`src/rtl/seq_detector_prog_if.sv`:
```
// seq_detector_prog_if
// Bundles the serial data stream, configuration bus and status outputs of
// seq_detector_prog. Clock and reset stay outside the interface.
//   S_input/in_valid       : qualified serial bit stream
//   cfg_we/cfg_pattern/
//   cfg_len/cfg_overlap    : configuration write
//   cnt_clr                : synchronous clear of the match counter
//   D_output/match_count/
//   cfg_err/armed          : detector status, all registered
// master = stimulus side, slave = detector side.
interface seq_detector_prog_if #(
    parameter int MAX_LEN = 8,
    parameter int CNT_W   = 8,
    parameter int LEN_W   = $clog2(MAX_LEN + 1)
);
    logic                S_input;
    logic                in_valid;
    logic                cfg_we;
    logic [MAX_LEN-1:0]  cfg_pattern;
    logic [LEN_W-1:0]    cfg_len;
    logic                cfg_overlap;
    logic                cnt_clr;
    logic                D_output;
    logic [CNT_W-1:0]    match_count;
    logic                cfg_err;
    logic                armed;

    modport master (
        output S_input, in_valid, cfg_we, cfg_pattern, cfg_len, cfg_overlap, cnt_clr,
        input  D_output, match_count, cfg_err, armed
    );

    modport slave (
        input  S_input, in_valid, cfg_we, cfg_pattern, cfg_len, cfg_overlap, cnt_clr,
        output D_output, match_count, cfg_err, armed
    );
endinterface

```
`src/rtl/seq_detector_prog.sv`:
```
// seq_detector_prog
// Runtime-programmable serial sequence detector. Compares the qualified bit
// stream against a loaded pattern of 1..MAX_LEN bits, in overlapping or
// non-overlapping mode, pulsing D_output for one cycle per match and keeping
// a saturating match count.
// Ports:
//   CLK  : clock, rising edge
//   RST  : synchronous active-high reset
//   bus  : seq_detector_prog_if.slave (stream, config, status)
module seq_detector_prog #(
    parameter int MAX_LEN = 8,
    parameter int CNT_W   = 8,
    parameter int LEN_W   = $clog2(MAX_LEN + 1)
) (
    input  logic               CLK,
    input  logic               RST,
    seq_detector_prog_if.slave bus
);

    localparam logic [LEN_W-1:0] MAX_LEN_L = LEN_W'(MAX_LEN);

    typedef enum logic {UNCFG = 1'b0, ARMED = 1'b1} state_t;

    state_t              state_q;
    logic [MAX_LEN-1:0]  pattern_q;
    logic [LEN_W-1:0]    len_q;
    logic                overlap_q;
    logic [MAX_LEN-1:0]  hist_q, hist_d;
    logic [LEN_W-1:0]    fill_q, fill_d, fill_inc;
    logic [CNT_W-1:0]    cnt_q, cnt_d;
    logic                d_q;
    logic                err_q;

    logic [MAX_LEN-1:0]  len_mask;
    logic                cfg_legal;
    logic                bit_acc;
    logic                match;

    always_comb begin
        cfg_legal = (bus.cfg_len != '0) && (bus.cfg_len <= MAX_LEN_L);
        // A configuration write in the same cycle swallows the data bit.
        bit_acc   = (state_q == ARMED) && bus.in_valid && !bus.cfg_we;
        hist_d    = {hist_q[MAX_LEN-2:0], bus.S_input};
        fill_inc  = (fill_q >= MAX_LEN_L) ? MAX_LEN_L : fill_q + 1'b1;

        len_mask = '0;
        for (int i = 0; i < MAX_LEN; i++) begin
            len_mask[i] = (LEN_W'(i) < len_q);
        end

        // Match is judged on the post-shift history and fill.
        match  = bit_acc && (fill_inc >= len_q) &&
                 (((hist_d ^ pattern_q) & len_mask) == '0);
        // Non-overlapping mode forgets the bits of the occurrence just matched.
        fill_d = (match && !overlap_q) ? '0 : fill_inc;

        cnt_d = cnt_q;
        if (bus.cnt_clr) begin
            cnt_d = '0;
        end else if (match && (cnt_q != {CNT_W{1'b1}})) begin
            cnt_d = cnt_q + 1'b1;
        end
    end

    always_ff @(posedge CLK) begin
        if (RST) begin
            state_q   <= UNCFG;
            pattern_q <= '0;
            len_q     <= '0;
            overlap_q <= 1'b0;
            hist_q    <= '0;
            fill_q    <= '0;
            cnt_q     <= '0;
            d_q       <= 1'b0;
            err_q     <= 1'b0;
        end else begin
            d_q   <= match;
            err_q <= 1'b0;
            cnt_q <= cnt_d;
            if (bus.cfg_we) begin
                if (cfg_legal) begin
                    state_q   <= ARMED;
                    pattern_q <= bus.cfg_pattern;
                    len_q     <= bus.cfg_len;
                    overlap_q <= bus.cfg_overlap;
                    hist_q    <= '0;
                    fill_q    <= '0;
                end else begin
                    err_q <= 1'b1;
                end
            end else if (bit_acc) begin
                hist_q <= hist_d;
                fill_q <= fill_d;
            end
        end
    end

    assign bus.D_output    = d_q;
    assign bus.match_count = cnt_q;
    assign bus.cfg_err     = err_q;
    assign bus.armed       = (state_q == ARMED);

endmodule
```
`src/flat_wrapper.sv`:
```
// flat-port wrapper written by rule: the top's interface ports become plain ports
module seq_detector_prog_flat 
#(
    parameter int MAX_LEN = 8,
    parameter int CNT_W   = 8,
    parameter int LEN_W   = $clog2(MAX_LEN + 1)
)
  (CLK, RST, bus_S_input, bus_in_valid, bus_cfg_we, bus_cfg_pattern, bus_cfg_len, bus_cfg_overlap, bus_cnt_clr, bus_D_output, bus_match_count, bus_cfg_err, bus_armed);
  seq_detector_prog_if #(.MAX_LEN(MAX_LEN), .CNT_W(CNT_W), .LEN_W(LEN_W)) bus_i ();
  input  logic CLK;
  input  logic RST;
  input wire logic [$bits(bus_i.S_input)-1:0] bus_S_input;
  input wire logic [$bits(bus_i.in_valid)-1:0] bus_in_valid;
  input wire logic [$bits(bus_i.cfg_we)-1:0] bus_cfg_we;
  input wire logic [$bits(bus_i.cfg_pattern)-1:0] bus_cfg_pattern;
  input wire logic [$bits(bus_i.cfg_len)-1:0] bus_cfg_len;
  input wire logic [$bits(bus_i.cfg_overlap)-1:0] bus_cfg_overlap;
  input wire logic [$bits(bus_i.cnt_clr)-1:0] bus_cnt_clr;
  output wire logic [$bits(bus_i.D_output)-1:0] bus_D_output;
  output wire logic [$bits(bus_i.match_count)-1:0] bus_match_count;
  output wire logic [$bits(bus_i.cfg_err)-1:0] bus_cfg_err;
  output wire logic [$bits(bus_i.armed)-1:0] bus_armed;
  assign bus_i.S_input = bus_S_input;
  assign bus_i.in_valid = bus_in_valid;
  assign bus_i.cfg_we = bus_cfg_we;
  assign bus_i.cfg_pattern = bus_cfg_pattern;
  assign bus_i.cfg_len = bus_cfg_len;
  assign bus_i.cfg_overlap = bus_cfg_overlap;
  assign bus_i.cnt_clr = bus_cnt_clr;
  assign bus_D_output = bus_i.D_output;
  assign bus_match_count = bus_i.match_count;
  assign bus_cfg_err = bus_i.cfg_err;
  assign bus_armed = bus_i.armed;
  seq_detector_prog #(.MAX_LEN(MAX_LEN), .CNT_W(CNT_W), .LEN_W(LEN_W)) u_core (.CLK(CLK), .RST(RST), .bus(bus_i));
endmodule
```
`config.mk`:
```
export PLATFORM = sky130hd
export DESIGN_NAME = seq_detector_prog_flat
export DESIGN_NICKNAME = d
export VERILOG_FILES = /design/src/rtl/seq_detector_prog_if.sv /design/src/rtl/seq_detector_prog.sv /design/src/flat_wrapper.sv
export SDC_FILE = /design/constraint.sdc
export NUM_CORES = 1
export LEC_CHECK = 0
export BUFFER_PORTS_ARGS = -buffer_cell sky130_fd_sc_hd__buf_2
export CORE_ASPECT_RATIO = 0.6
export CORE_MARGIN = 8
export CORE_UTILIZATION = 52
export CTS_CLUSTER_SIZE = 40
export DETAILED_ROUTE_END_ITERATION = 16
export PLACE_DENSITY = 0.72
export SYNTH_ARGS = -nofsm -noshare
export SYNTH_HDL_FRONTEND = slang
export SYNTH_SLANG_ARGS = --single-unit
```
`constraint.sdc`:
```
create_clock -name CLK -period 2.7 [get_ports CLK]
set_input_delay 0.27 -clock CLK [delete_from_list [all_inputs] [get_ports CLK]]
set_output_delay 0.27 -clock CLK [all_outputs]
set_load 0.05 [all_outputs]
```
# == Word level (Yosys, flattened, before mapping) ==
# Cells that the tools add are included.
# word_totals
output_inout_bits,11
elab_cells,52
register_bits,35
rom_bits,0
latchBits,0
in_bits,19
memories,0
ramBits,0
# classes
div_mod_pow,0
bitwise_logic,3
n_reduce_logical,16
eq_ne,2
n_mux,9
n_lt_le_gt_ge,11
mul,0
add_sub_neg,2
shift,0
# ops
op,count
$mux 7,3
$mux 4,5
$lt 3x4->1 const A,4
$add 8x1->8 const B,1
$and 8x8->8,1
$logic_not 8->1,1
$lt 1x4->1 const A,2
$lt 2x4->1 const A,2
$ne 8x8->1 const B,1
$xor 8x8->8,1
$logic_and 1x1->1,7
$add 4x1->4 const B,1
$ge 4x4->1,1
$ge 4x4->1 const B,1
$le 4x4->1 const B,1
$reduce_and 2->1,2
$reduce_bool 4->1,1
$reduce_or 2->1,2
$logic_not 1->1,2
$ne 2x1->1 const B,1
$reduce_bool 2->1,1
$mux 1,1
$not 1->1,1

# == Logic depth before layout (Yosys ltp) ==
# depth
ltp_word,9
mapped_depth,10
mapped_depth_nobuf,9

# == Worst setup path after synthesis ==
# Ideal clock, no wire load.
# synth_path
path_kind,register -> register
from,reg u_core.fill_q[0]
to,"reg u_core.cnt_q[5], in the netlist u_core.bus.match_count[5]"
period_less_slack_ps,2351
slack_ps,349
arrival_ps,2222
t_required_ps,2570
path_stages_with_launch,11
n_path_buf,1
setup_time_ps,130
path_cell_list,dfxtp_1 -> ha_1 -> xnor2_1 -> nor2_1 -> ha_1 -> o21ai_0 -> a2111oi_2 -> nand4_2 -> buf_2 -> o41ai_1 -> a21oi_1
# synth_via
elab_chain_cells,6
elab_cells_between_ends,7
cone_classes,add/sub (1); order compare (2); mux (1); reduce/logical (3)
# synth_rtl
element,line,rtl
from (decl),seq_detector_prog.sv:29,"logic [LEN_W-1:0] fill_q, fill_d, fill_inc;"
from (signal assigned),seq_detector_prog.sv:93,fill_q <= fill_d;
$add 4x1->4 / $ge 4x4->1 (equally long branches),seq_detector_prog.sv:44,fill_inc = (fill_q >= MAX_LEN_L) ? MAX_LEN_L : fill_q + 1'b1;
$mux 4 (*),seq_detector_prog.sv:44,
$ge 4x4->1 (*),seq_detector_prog.sv:52,match = bit_acc && (fill_inc >= len_q) &&
$logic_and 1x1->1 (*) (2 in series),seq_detector_prog.sv:52,
$logic_and 1x1->1 (*),seq_detector_prog.sv:60,end else if (match && (cnt_q != {CNT_W{1'b1}})) begin
to (signal assigned),seq_detector_prog.sv:79,cnt_q <= cnt_d;
to (decl),seq_detector_prog.sv:30,"logic [CNT_W-1:0] cnt_q, cnt_d;"
# Mark *: on every way between the ends. The rest lies on a longest branch, timed or not.
# A chain may end at the register's enable or synchronous reset.

# == Final worst setup path ==
# layout_path
from,reg u_core.fill_q[0]
to,"reg u_core.cnt_q[7], in the netlist u_core.bus.match_count[7]"
# Same word-level chain as after synthesis.

==> flow_summary.ini <==
[status]
status = finished clean

[power]
p_int_mw = 0.755
swShare = 0.270
peakVddDrop_mv = 0.506
p_comb_frac = 0.111
pwr-share-seq = 0.523
p_leak_nw = 0.758
pwr-share-clk = 0.366
p_switching_mw = 0.279
p_per_area_nw_per_um2 = 495

[synthesis]
synth_mux_area_frac = 0
synth_compound_gate_area_share = 0.197
synth_top_flop_cell = dfxtp_1
ys_ff_latch = 35
synthTopCellsByCount = nand2_1, dfxtp_1, a21oi_1
ys_types = 35
syn-cell-area_um2 = 1670
synth_area_leaders = dfxtp_1, a21oi_1, nand2_1
synth_edf_count = 0
synth_cells = 206
synthAdderAreaFrac = 0.0523
ys_seq_area_frac = 0.419
synth_async_sr_flop_share = 0
synth_largest_area_cell = dfxtp_1
syn_area_per_cell_um2 = 8.13
yosys.area.top_type_share = 0.419
synthMostInstantiatedCell = nand2_1
yosysWarningCount = 0
syn_nets = 232
synthSimpleGateAreaFrac = 0.236
yosys.area_share.xor_xnor = 0.0523
synth_top_family_by_area = simple AND/OR/NAND/NOR gates

[cells_and_area]
nets = 271
fillCellCount = 289
drive_gt1_frac = 0.276
diodes = 0
area_delta_synth_final_pct = 24.9
multi_input_area_um2 = 985
regArea_um2 = 703
post-route-cell-area_um2 = 2090

[routing]
wirelength_mm = 4.21
vias = 1549
drt-initial-drc-count = 76
drc = 0
drt_first_pass_iters = 4
antenna_left = 0
routedWlPerCell_um = 14.5
vias_per_cell = 5.32

[setup_path]
crit_arrival_ps = 2810
crit_fanout = 7
path_class = reg -> reg
cp.required_ps = 2930
end_kind = register
critPathLaunchType = register

[job]
cap_viol_max_count = 0

[sta]
finalSetupTns_ps = 0
fin_skew_ps = 5.56
hold_viol = 0
timing.fmax_mhz = 387
slew_viol_final = 0
worst_slew_pin_slew_ps = 892
fin_crit_ps = 2590
setup_viol = 0
max-slew-margin-rel = 0.403
fin_crit_sh = 0.958

[grt]
grt_max_degree = 27
grt_pass1_vias = 1356
grt_overflow = 0
grt_first_pass_wirelength_mm = 6.47
antenna_found_initial = 0
grt_util_all_layers = 0.160

[die]
fp.dieW_um = 89.3
die-area_um2 = 5350
fp-row-count = 16
io_pins = 30
initial_core_util = 0.529
die_h_um = 60.0
core_um2 = 3160

[clocking]
root_buffer = clkbuf_8
cts.clk_slew.worst_paths_ps = 70
numCtsBuffers = 5
cts_tree = done
worst_skew_pair.late_latency_ps = 300
clock_path_buffers = 2
cts.sinks = 35
cts_max_level = 2
postCtsHoldBufs = 0

[place]
dpl.hpwl_mm = 2.79
dpl_cell_area_um2 = 1870
io_buffers = 29
gp_congestion = 0.890

[min_path]
min_path_type = in -> reg
placed cells by master, fill, tap and decap left out, types with 2 or more instances in the layout:
cell type	n
nand3_1	10
a21oi_1	30
xnor2_1	9
nand2_1	41
a2111oi_2	2
dfxtp_2	2
nor3_1	2
clkbuf_8	5
nand2b_1	2
ha_2	2
a31oi_1	2
or4_1	5
o31ai_2	2
buf_2	29
buf_4	10
inv_1	11
o41ai_1	2
a32o_1	4
nor2_1	10
dfxtp_1	33
ha_1	4
o21ai_0	4
state kept, by name, summed over array words and instances, names as in the netlist:
| signal | cells |
|---|---|
| u_core.bus.armed | 1 |
| u_core.hist_q | 7 |
| u_core.pattern_q | 8 |
| u_core.len_q | 4 |
| u_core.bus.cfg_err | 1 |
| u_core.fill_q | 4 |
| u_core.bus.D_output | 1 |
| u_core.overlap_q | 1 |
| u_core.bus.match_count | 8 |
per-stage QoR:
stage | instances | setup slack [ps] | hold WS [ps] | total power [mW] | util
after floorplan | 206 | 349 | 406 | 0.618 | -
after CTS | 288 | 6.20 | 200 | 1.03 | 0.629
final | 291 | 114 | 209 | 1.03 | 0.661
after global placement | 276 | 84.8 | 461 | 0.654 | 0.593
after global routing | 291 | -26.4 | 202 | 1.08 | 0.661
after detailed placement | 276 | -23.5 | 459 | 0.654 | 0.593
power by group through the flow:
stage / clock network (mW) / logic, mW / registers (mW)
2_1_floorplan: 0 / 0.0586 / 0.559
3_3_place_gp: 0 / 0.101 / 0.553
3_5_place_dp: 0 / 0.102 / 0.552
4_1_cts: 0.384 / 0.106 / 0.541
5_1_grt: 0.410 / 0.127 / 0.542
6_report: 0.379 / 0.115 / 0.541
cells by family (layout without fill, tap and decap cells):
group / after synthesis / after routing
buffers and inverters: 19 / 58
DFF: 35 / 35
and+or+nand+nor: 82 / 83
xor gates and xnor gates: 10 / 10
adders and majority gates: 7 / 7
AOI/OAI and AO/OA: 53 / 53
path summary, 6_finish.rpt:
kind | start | end | slack, ps | depth (start not counted)
hold / removal | bus_cfg_pattern[5] | u_core.pattern_q[5] | 210 | 3
hold reg to reg | u_core.pattern_q[7] | u_core.pattern_q[7] | 470 | 2
setup reg to reg | u_core.fill_q[0] | u_core.bus.match_count[7] | 110 | 10
setup / recovery | u_core.fill_q[0] | u_core.bus.match_count[7] | 110 | 10
what timing repair did:
action                                  in CTS  in global routing
setup buffers                                3                  3
pin swaps                                    1                  7
resized for setup                            0                 19
cloned                                       1                  0
endpoints found under the setup margin       5                  7
routing by layer:
layer | track usage | routed length, um | part of all wire | vias up
li1 | - | - | - | 806
met2 | 0.212 | 1760 | 0.42 | 28
met3 | 0.0535 | 191 | 0.045 | 5
met5 | 0 | 0 | 0 | -
met1 | 0.225 | 2210 | 0.52 | 710
met4 | 0.0634 | 51 | 0.012 | 0
cell type report:
class	instances	area share
Tap cell	45	0.0269
Multi-Input combinational cell	153	0.471
Timing Repair Buffer	39	0.105
Clock buffer	6	0.0347
Clock inverter	2	0.00598
Sequential cell	35	0.336
Inverter	11	0.0197
critical path, stage by stage (launching register included):
cell	delay, ps
dfxtp_2	340
inv_1	40
ha_1	290
nor2b_4	140
ha_4	270
a2111oi_2	60
a2111oi_2	320
buf_4	190
nand4_4	160
or4_1	550
a21oi_1	160
(Power assumes the default switching activity.)
